$ cat src/rtl/k_and_s_pkg.sv
// Shared types and limits for the RAM port arbiter: FSM states, read-owner tags, and
// the widths of the host starvation counter.
package k_and_s_pkg;

  typedef enum logic [1:0] {
    ARB,
    DRAIN,
    HOST_ONLY
  } arb_state_t;

  typedef enum logic [1:0] {
    OWN_NONE,
    OWN_CORE,
    OWN_HOST
  } owner_t;

  localparam int unsigned ARB_MAX_RD_LATENCY = 3;
  localparam int unsigned ARB_WAIT_CNT_W     = 4;

endpackage

$ cat src/rtl/ram_port_arbiter_rd_tag_pipe.sv
// Owner tag shift register that tracks reads in flight through the RAM; the last stage
// names the requester whose data is on ram_rdata this cycle.
module rd_tag_pipe
  import k_and_s_pkg::*;
#(
  parameter int unsigned Depth = 1
) (
  input  logic   clk,
  input  logic   rst_n,
  input  owner_t push_tag,
  output owner_t out_tag,
  output logic   empty
);

  owner_t tag_q [Depth];
  owner_t tag_d [Depth];

  always_comb begin
    tag_d[0] = push_tag;
    for (int unsigned i = 1; i < Depth; i++) begin
      tag_d[i] = tag_q[i-1];
    end
  end

  always_ff @(posedge clk or negedge rst_n) begin
    if (!rst_n) begin
      for (int unsigned i = 0; i < Depth; i++) begin
        tag_q[i] <= OWN_NONE;
      end
    end else begin
      for (int unsigned i = 0; i < Depth; i++) begin
        tag_q[i] <= tag_d[i];
      end
    end
  end

  assign out_tag = tag_q[Depth-1];

  // The last stage retires this cycle, so only earlier stages count as still in flight.
  always_comb begin
    empty = 1'b1;
    for (int unsigned i = 0; i + 1 < Depth; i++) begin
      if (tag_q[i] != OWN_NONE) begin
        empty = 1'b0;
      end
    end
  end

endmodule

$ cat src/rtl/ram_port_arbiter.sv
// Arbitrates the single-port program/data RAM between the core and the host loader port,
// with core priority, bounded host starvation and exclusive host ownership while halted.
module ram_port_arbiter
  import k_and_s_pkg::*;
#(
  parameter int unsigned ADDR_WIDTH    = 5,
  parameter int unsigned DATA_WIDTH    = 16,
  parameter int unsigned RD_LATENCY    = 1,
  parameter int unsigned MAX_HOST_WAIT = 4
) (
  input  logic                  clk,
  input  logic                  rst_n,
  input  logic                  halt,
  input  logic                  core_req,
  input  logic                  core_we,
  input  logic [ADDR_WIDTH-1:0] core_addr,
  input  logic [DATA_WIDTH-1:0] core_wdata,
  output logic                  core_gnt,
  output logic                  core_rvalid,
  output logic [DATA_WIDTH-1:0] core_rdata,
  input  logic                  host_req,
  input  logic                  host_we,
  input  logic [ADDR_WIDTH-1:0] host_addr,
  input  logic [DATA_WIDTH-1:0] host_wdata,
  output logic                  host_gnt,
  output logic                  host_rvalid,
  output logic [DATA_WIDTH-1:0] host_rdata,
  output logic [ADDR_WIDTH-1:0] ram_addr,
  output logic                  ram_we,
  output logic [DATA_WIDTH-1:0] ram_wdata,
  input  logic [DATA_WIDTH-1:0] ram_rdata
);

  if (RD_LATENCY < 1 || RD_LATENCY > ARB_MAX_RD_LATENCY) begin : g_bad_latency
    $error("RD_LATENCY out of range");
  end
  if (MAX_HOST_WAIT < 1 || MAX_HOST_WAIT > 15) begin : g_bad_wait
    $error("MAX_HOST_WAIT out of range");
  end

  localparam logic [ARB_WAIT_CNT_W-1:0] WaitMax = ARB_WAIT_CNT_W'(MAX_HOST_WAIT);

  arb_state_t                state_q, state_d;
  logic [ARB_WAIT_CNT_W-1:0] wait_q, wait_d;
  logic [ADDR_WIDTH-1:0]     addr_q, addr_d;
  logic [DATA_WIDTH-1:0]     wdata_q, wdata_d;
  logic [DATA_WIDTH-1:0]     core_rdata_q, core_rdata_d;
  logic [DATA_WIDTH-1:0]     host_rdata_q, host_rdata_d;
  owner_t                    push_tag, ret_tag;
  logic                      pipe_empty;

  // Grants are gated by rst_n so every output reads 0 while reset is held.
  always_comb begin
    state_d  = state_q;
    wait_d   = wait_q;
    core_gnt = 1'b0;
    host_gnt = 1'b0;
    if (rst_n) begin
      unique case (state_q)
        ARB: begin
          // The halt cycle grants nobody, so the core can't slip in behind it.
          if (halt) begin
            state_d = pipe_empty ? HOST_ONLY : DRAIN;
          end else if (host_req && (!core_req || wait_q == WaitMax)) begin
            host_gnt = 1'b1;
          end else if (core_req) begin
            core_gnt = 1'b1;
          end
          if (host_gnt || !host_req) begin
            wait_d = '0;
          end else if (wait_q < WaitMax) begin
            wait_d = wait_q + 1'b1;
          end
        end
        DRAIN: begin
          wait_d = '0;
          if (pipe_empty) begin
            state_d = HOST_ONLY;
          end
        end
        HOST_ONLY: begin
          wait_d   = '0;
          host_gnt = host_req;
          if (!halt) begin
            state_d = ARB;
          end
        end
        default: begin
          state_d = ARB;
          wait_d  = '0;
        end
      endcase
    end
  end

  always_comb begin
    push_tag = OWN_NONE;
    if (core_gnt && !core_we) begin
      push_tag = OWN_CORE;
    end else if (host_gnt && !host_we) begin
      push_tag = OWN_HOST;
    end
  end

  // RAM address/data track the granted requester and otherwise hold.
  always_comb begin
    ram_we    = 1'b0;
    ram_addr  = addr_q;
    ram_wdata = wdata_q;
    if (core_gnt) begin
      ram_we    = core_we;
      ram_addr  = core_addr;
      ram_wdata = core_wdata;
    end else if (host_gnt) begin
      ram_we    = host_we;
      ram_addr  = host_addr;
      ram_wdata = host_wdata;
    end
    addr_d  = ram_addr;
    wdata_d = ram_wdata;
  end

  rd_tag_pipe #(
    .Depth(RD_LATENCY)
  ) u_rd_tag_pipe (
    .clk     (clk),
    .rst_n   (rst_n),
    .push_tag(push_tag),
    .out_tag (ret_tag),
    .empty   (pipe_empty)
  );

  always_comb begin
    core_rvalid  = (ret_tag == OWN_CORE);
    host_rvalid  = (ret_tag == OWN_HOST);
    core_rdata   = core_rvalid ? ram_rdata : core_rdata_q;
    host_rdata   = host_rvalid ? ram_rdata : host_rdata_q;
    core_rdata_d = core_rdata;
    host_rdata_d = host_rdata;
  end

  always_ff @(posedge clk or negedge rst_n) begin
    if (!rst_n) begin
      state_q      <= ARB;
      wait_q       <= '0;
      addr_q       <= '0;
      wdata_q      <= '0;
      core_rdata_q <= '0;
      host_rdata_q <= '0;
    end else begin
      state_q      <= state_d;
      wait_q       <= wait_d;
      addr_q       <= addr_d;
      wdata_q      <= wdata_d;
      core_rdata_q <= core_rdata_d;
      host_rdata_q <= host_rdata_d;
    end
  end

endmodule

$ cat config.mk
export PLATFORM = sky130hd
export DESIGN_NAME = ram_port_arbiter
export DESIGN_NICKNAME = d
export VERILOG_FILES = /design/src/rtl/k_and_s_pkg.sv /design/src/rtl/ram_port_arbiter_rd_tag_pipe.sv /design/src/rtl/ram_port_arbiter.sv
export SDC_FILE = /design/constraint.sdc
export NUM_CORES = 1
export LEC_CHECK = 0
export ABC_AREA = 1
export CAP_MARGIN = 40
export CORE_MARGIN = 2
export CORE_UTILIZATION = 42
export CTS_CLUSTER_DIAMETER = 50
export CTS_CLUSTER_SIZE = 14
export DETAILED_ROUTE_END_ITERATION = 8
export PLACE_DENSITY = 0.83
export SETUP_SLACK_MARGIN = 0.02
export SLEW_MARGIN = 30
export SYNTH_ARGS = -nofsm -noshare
export SYNTH_HDL_FRONTEND = slang
export SYNTH_SLANG_ARGS = --single-unit
$ cat constraint.sdc
create_clock -name clk -period 2.05 [get_ports clk]
set_input_delay 0.5125 -clock clk [delete_from_list [all_inputs] [get_ports clk]]
set_output_delay 0.5125 -clock clk [all_outputs]
set_load 0.02 [all_outputs]
==> results of run 1 <==
Yosys cell counts:
cell type | n | area share
dfrtp_1 | 60 | 0.54
nand3_4 | 1 | 0.0063
buf_2 | 4 | 0.0072
xnor2_1 | 1 | 0.0031
ha_1 | 2 | 0.0090
nand2_4 | 2 | 0.0081
nand2_2 | 2 | 0.0045
inv_2 | 1 | 0.0013
clkbuf_1 | 8 | 0.011
nand2_1 | 106 | 0.14
buf_6 | 2 | 0.0081
o21ai_0 | 34 | 0.061
inv_1 | 67 | 0.090
a21oi_1 | 2 | 0.0036
buf_4 | 3 | 0.0081
o21a_1 | 1 | 0.0027
nand4_1 | 2 | 0.0045
nand3_1 | 45 | 0.081
nor2_1 | 9 | 0.012
layout make-up:
| type | instances | share of cell area |
|---|---|---|
| clock buffers | 9 | 0.02231 |
| clock inverters | 7 | 0.01645 |
| inverters | 68 | 0.04643 |
| multi-input cells | 209 | 0.2529 |
| flip-flops and latches | 60 | 0.2705 |
| well taps | 77 | 0.01735 |
| repair buffers | 213 | 0.3741 |
power by group through the flow:
stage / Sequential [W] / Clock (W) / Combinational [W]
final: 0.00155 / 0.00116 / 0.00238
after global routing: 0.00157 / 0.00123 / 0.00252
after CTS: 0.00153 / 0.00118 / 0.00211
after detailed placement: 0.00156 / 0 / 0.00188
after global placement: 0.00154 / 0 / 0.00183
after floorplan: 0.00154 / 0 / 0.000804
path summary, 6_finish.rpt:
kind,to,slack [ns],cells past startpoint
worst max-delay path,ram_wdata[10],-0.38,11
worst min-delay path,wdata_q[4]$_DFF_PN0_,0.22,2
worst max register to register,wdata_q[3]$_DFF_PN0_,-0.30,17
worst min register to register,core_rdata_q[15]$_DFF_PN0_,0.49,2
max in group asynchronous,core_rdata_q[0]$_DFF_PN0_,1.07,3
min in group clk,core_rdata_q[15]$_DFF_PN0_,0.49,2
worst reg2reg max path: stages, from the launching register on:
cell     delay (ns)
dfrtp_1        0.40
inv_2          0.08
ha_4           0.14
nand3_4        0.07
nand2_4        0.08
nand3_4        0.09
nand2_8        0.16
buf_16         0.15
nand3_2        0.07
nand3_2        0.09
nand2_2        0.06
buf_4          0.13
buf_4          0.12
buf_4          0.12
buf_4          0.12
buf_4          0.12
buf_4          0.12
buf_4          0.13
logic make-up after synthesis:
group / after synthesis
flops: 60
simple gates: 167
compound gates: 37
fa+ha+maj: 2
buf+inv: 85
xor+xnor: 1
stage by stage:
stage               std cells  power (W)  hold slack [ns]  setup TNS (ns)
detailed placement        593   0.003433           0.4902          -31.41
global placement          593   0.003372           0.4794          -30.07
floorplan                 352   0.002340           0.2169         -0.5676
finish                    643   0.005090           0.2157          -7.491
global route              643   0.005323           0.2103          -9.489
CTS                       635   0.004823           0.1801          -7.156
placed cells by master (no fill, tap or decap), types with 2 or more instances in the layout:
cell             synthesis  final
nand2_4                  2      3
o21ai_0                 34      2
buf_16                   0      3
dlygate4sd2_1            0      4
nand4_1                  2      2
nor2_2                   0      2
nor2_1                   9      7
nand3_1                 45     17
clkbuf_8                 0      9
nand3_4                  1      3
bufinv_16                0      2
buf_4                    3    101
buf_6                    2     32
a21oi_1                  2      2
o21ai_4                  0      6
clkbuf_16                0      3
clkinv_2                 0      3
buf_8                    0      2
nand2_2                  2     27
nand3_2                  0     26
buf_12                   0      6
nand2_1                106     79
clkdlybuf4s50_1          0     61
nand2_8                  0      3
dfrtp_1                 60     60
inv_2                    1      5
o21ai_2                  0     25
inv_1                   67     62
sequential cells by signal, summed over array words and instances (netlist names):
register / flops
addr_q: 5
wait_q: 4
wdata_q: 16
host_rdata_q: 16
u_rd_tag_pipe.out_tag: 2
core_rdata_q: 16
state_q: 1
layer usage:
metal	vias to the layer above	part of all wire
met5	-	0
met4	0	0.031
met3	30	0.058
met2	147	0.53
met1	1557	0.38
li1	1504	-
timing repair:
| item | in CTS | in global routing |
|---|---|---|
| setup buffers | 22 | 3 |
| resized for setup | 414 | 73 |
| pin swaps | 27 | 30 |
| setup endpoints to repair | 58 | 45 |
| gates cloned | 4 | 5 |
==> flow_summary.json, run 1 <==
{
  "startpoint": "wait_q[1]$_DFFE_PN0P_",
  "cp_slowest_stage_delay_ns": 0.40,
  "floorplan.die_area_sq_mm": 0.007324,
  "io_pins": 123,
  "relSlewSlack": 0.7072,
  "row_count": 29,
  "yosysUniqueCellTypes": 19,
  "drtPass1Iterations": 4,
  "drtAntennaViolNets": 0,
  "n_fill_cell": 333,
  "nNetsFinal": 628,
  "finClkSkew_ns": 0.006495,
  "busiest_layer": "met2",
  "ys_ff_latch": 60,
  "placed_area_sq_mm": 0.004533,
  "yosys.area_share.simple": 0.2583,
  "outcome": "finished with violations",
  "crit_chain": "inv_2 -> ha_4 -> nand3_4 -> nand2_4 -> nand3_4 -> nand2_8 -> buf_8 -> nand3_2 -> nand3_2 -> nand2_2 -> buf_6",
  "worstHoldPathType": "input pin to async pin",
  "clock_sinks": 60,
  "die_h_um": 85.58,
  "tightest_slew_ns": 0.4392,
  "leakagePower_nw": 2.914,
  "antenna_found_initial": 0,
  "max-cap-violations": 0,
  "post-route-period-util": 1.184,
  "critPathKind": "flip-flop to output pin",
  "fin_area_sq_mm": 0.005552,
  "clkTransAtPathRegs_ns": 0.07,
  "yosys.area_share.adder": 0.008953,
  "antennaDiodeCount": 0,
  "timing.rr.start": "wait_q[1]$_DFFE_PN0P_",
  "grt_pass1_wl_um": 14900,
  "synth_compound_area_frac": 0.06714,
  "multi_input_area_sq_mm": 0.001404,
  "hold_violations": 0,
  "cts-root-buf": "clkbuf_8",
  "syn_area_sq_mm": 0.002795,
  "first_iter_violations": 130,
  "post-route-util": 0.8693,
  "synth_xor_area_frac": 0.003133,
  "p_sw_w": 0.001762,
  "synth_top_family_by_area": "simple AND/OR/NAND/NOR gates",
  "path_max_fanout": 7,
  "combinationalPowerShare": 0.467,
  "setup_viol": 25,
  "synthMuxAreaShare": 0,
  "syn_inst": 352,
  "max_freq_ghz": 0.4119,
  "violations": "negative setup slack",
  "seq_area_frac_synth": 0.5372,
  "core_sq_mm": 0.006386,
  "hold_buffers": 0,
  "yosys_warnings": 0,
  "p_int_w": 0.003328,
  "place_ws_ns": -0.8702,
  "cts_tree": "built",
  "arrival_ns": 1.92,
  "cp.required_ns": 1.54,
  "path_delay_family": "simple AND/OR/NAND/NOR gates",
  "start_util": 0.4377,
  "p_per_area_mw_per_mm2": 916.8,
  "grt.overflow.total": 0,
  "regArea_sq_mm": 0.001501,
  "cts_made_buffers": 9,
  "grt_use_met3": 0.04909,
  "clockBufferDepth": 2,
  "avgSynthCellArea_sq_um": 7.941,
  "setup_slack_ns": -0.3778,
  "io_buffer_count": 122,
  "worst-path-buf-inv": 3,
  "dr_total_vias": 3238,
  "gr-usage-met1": 0.3035,
  "synth_nets": 419,
  "insertion_delay_ns": 0.33,
  "htree_num_levels": 3,
  "p_clk_frac": 0.228,
  "crit_slowest_cell": "dfrtp_1",
  "switching_share": 0.3461,
  "grt_pass1_vias": 3241,
  "seqPwrFrac": 0.304,
  "fin_crit_ns": 2.428,
  "dp.final_hpwl_um": 5596,
  "viasPerCell": 5.036,
  "detail_route.wl_per_cell_um": 16.46,
  "grt_max_degree": 36,
  "rsz0062_at_grt": "yes",
  "routed_wl_um": 10580,
  "place.gp.congestion": 0.8565,
  "drc": 0,
  "drv_slew": 0,
  "gr-usage-all-layers": 0.2586,
  "irDropWorstVdd_mv": 0.7590,
  "die_w_um": 85.58,
  "end_kind": "output pin",
  "startpoint_type": "flip-flop",
  "layout-drive-gt1-share": 0.4700,
  "met2_usage": 0.4659,
  "area_growth_pct": 98.61
}
(Power assumes the default switching activity.)
==> inputs of run 2 (changes only) <==
--- a/config.mk
+++ b/config.mk
@@ -12,7 +12,9 @@
 export CTS_CLUSTER_DIAMETER = 50
 export CTS_CLUSTER_SIZE = 14
 export DETAILED_ROUTE_END_ITERATION = 8
+export GPL_TIMING_DRIVEN = 0
 export PLACE_DENSITY = 0.83
+export RECOVER_POWER = 50
 export SETUP_SLACK_MARGIN = 0.02
 export SLEW_MARGIN = 30
 export SYNTH_ARGS = -nofsm -noshare
==> flow_summary.json, run 2 (synthesized netlist as in run 1, its figures left out) <==
{
  "floorplan.die_area_sq_mm": 0.007324,
  "place.gp.congestion": 0.8182,
  "insertion_delay_ns": 0.33,
  "viasPerCell": 5.031,
  "rsz0062_at_grt": "yes",
  "startpoint_type": "flip-flop",
  "max_freq_ghz": 0.3957,
  "grt_pass1_wl_um": 14040,
  "outcome": "finished with violations",
  "post-route-util": 0.7998,
  "dp.final_hpwl_um": 5572,
  "antenna_found_initial": 0,
  "first_iter_violations": 104,
  "irDropWorstVdd_mv": 0.6154,
  "arrival_ns": 2.01,
  "cts_tree": "built",
  "r2r_setup_slack_ns": 0.15,
  "gr-usage-all-layers": 0.2409,
  "cp-endpoint": "ram_wdata[12]",
  "max-cap-violations": 1,
  "setup_slack_ns": -0.4771,
  "io_pins": 123,
  "clockBufferDepth": 2,
  "finClkSkew_ns": 0.007200,
  "area_growth_pct": 82.72,
  "worstHoldPathType": "flip-flop to flip-flop",
  "grt_max_degree": 34,
  "tightest_slew_ns": 1.736,
  "violations": "max-capacitance violations, max-slew violations, negative setup slack",
  "dp_cells": 552,
  "drtAntennaViolNets": 0,
  "drtPass1Iterations": 4,
  "drc": 0,
  "startpoint": "wait_q[0]$_DFFE_PN0P_",
  "end_kind": "output pin",
  "routed_wl_um": 9927,
  "die_h_um": 85.58,
  "die_w_um": 85.58,
  "antennaDiodeCount": 0,
  "final_cell_mix": "nand2_1 (72), inv_1 (63), dfrtp_1 (60), clkdlybuf4s50_1 (60), buf_4 (59)",
  "fin_crit_ns": 2.527,
  "nNetsFinal": 593,
  "holdWs_ns": 0.4742,
  "drv_slew": 34,
  "layout-drive-gt1-share": 0.3887,
  "htree_num_levels": 3,
  "leakagePower_nw": 2.681,
  "dr_total_vias": 3054,
  "cp.required_ns": 1.54,
  "grt.overflow.total": 0,
  "cts-root-buf": "clkbuf_8",
  "final_common_cell": "nand2_1",
  "hold_violations": 0,
  "critPathKind": "flip-flop to output pin",
  "clock_sinks": 60,
  "path_max_fanout": 7,
  "io_buffer_count": 122,
  "setup_viol": 49,
  "clkTransAtPathRegs_ns": 0.07,
  "detail_route.wl_per_cell_um": 16.35,
  "total_power_w": 0.004728,
  "stdcell_count": 607,
  "worstRegToRegCells": 13,
  "top_regs": "core_rdata_q (16), host_rdata_q (16), wdata_q (16)",
  "p_per_area_mw_per_mm2": 925.7,
  "setup_tns_ns": -14.54,
  "start_util": 0.4377,
  "grt_pass1_vias": 2951,
  "n_fill_cell": 434,
  "core_sq_mm": 0.006386,
  "relSlewSlack": -0.1575,
  "cts_made_buffers": 9,
  "r2r_end": "wdata_q[12]$_DFF_PN0_",
  "post-route-period-util": 1.233,
  "hold_depth": 2,
  "timing.rr.start": "wait_q[0]$_DFFE_PN0P_",
  "row_count": 29
}
## run 2: cell count changes in the layout (fill, tap and decap cells not counted), sizes merged
cell	previous run	this run
nand2	112	110
clkdlybuf4s50	61	60
dlygate4sd3	0	3
buf	145	103
clkinv	4	1
clkbuf	12	21
## run 2: worst max-delay path, cell delays in order, from the launching register on
cell	delay (ns)
dfrtp_1	0.40
inv_2	0.09
ha_4	0.12
nand3_2	0.08
nand2_4	0.10
nand3_4	0.09
nand2_4	0.12
nand2_8	0.10
buf_8	0.15
nand2_1	0.10
nand3_2	0.11
nand2_2	0.10
buf_6	0.11
## run 2: how the worst min path moves through the flow
stage                         startpoint                         to  slack (ns)
6_report       host_rdata_q[1]$_DFF_PN0_  host_rdata_q[1]$_DFF_PN0_        0.47
5_1_grt        core_rdata_q[0]$_DFF_PN0_  core_rdata_q[0]$_DFF_PN0_        0.50
4_1_cts                            rst_n  core_rdata_q[4]$_DFF_PN0_       0.006
3_5_place_dp                       rst_n  core_rdata_q[4]$_DFF_PN0_        0.46
3_3_place_gp   host_rdata_q[7]$_DFF_PN0_  host_rdata_q[7]$_DFF_PN0_        0.48
2_1_floorplan                      rst_n        addr_q[0]$_DFF_PN0_        0.22
## run 2: what timing repair did
action | 4_1_cts | 5_1_grt
hold endpoints to repair | 0 | 2
endpoints found under the setup margin | 57 | 53
pin swaps | 21 | 29
hold buffers | 0 | 3
gates cloned | 4 | 1
buffers inserted | 17 | 15
resized for setup | 403 | 126
## run 2: area by class of cell
class / count / area [sq um] / share of cell area
Timing Repair Buffer: 163 / 1587 / 0.3106
Buffer: 17 / 188.9 / 0.03699
Clock buffer: 11 / 151.4 / 0.02964
Clock inverter: 4 / 72.57 / 0.01421
Tap cell: 77 / 96.34 / 0.01886
Multi-Input combinational cell: 207 / 1245 / 0.2438
Inverter: 68 / 265.3 / 0.05194
Sequential cell: 60 / 1501 / 0.2940
## run 2: where the power goes
| part | total, W | switching, W | internal (W) |
|---|---|---|---|
| Combinational | 0.00198 | 0.00105 | 0.000926 |
| Clock | 0.00120 | 0.000463 | 0.000742 |
| Sequential | 0.00154 | 0.0000858 | 0.00146 |
## run 2: metrics by stage
step | instance area, sq um | worst slack, ns
after floorplan | 2795 | -0.04543
after global placement | 4113 | -3.271
after detailed placement | 4130 | -1.077
after CTS | 4668 | -0.3551
after global routing | 5107 | -0.5568
final | 5107 | -0.4771
## run 2: layer usage
metal  track usage  vias up  wire length, um
met5             0        -                0
met4       0.09091        0              271
met3       0.04524       28              551
met2        0.4041      133             5108
met1        0.3112     1466             3996
li1              -     1427                -
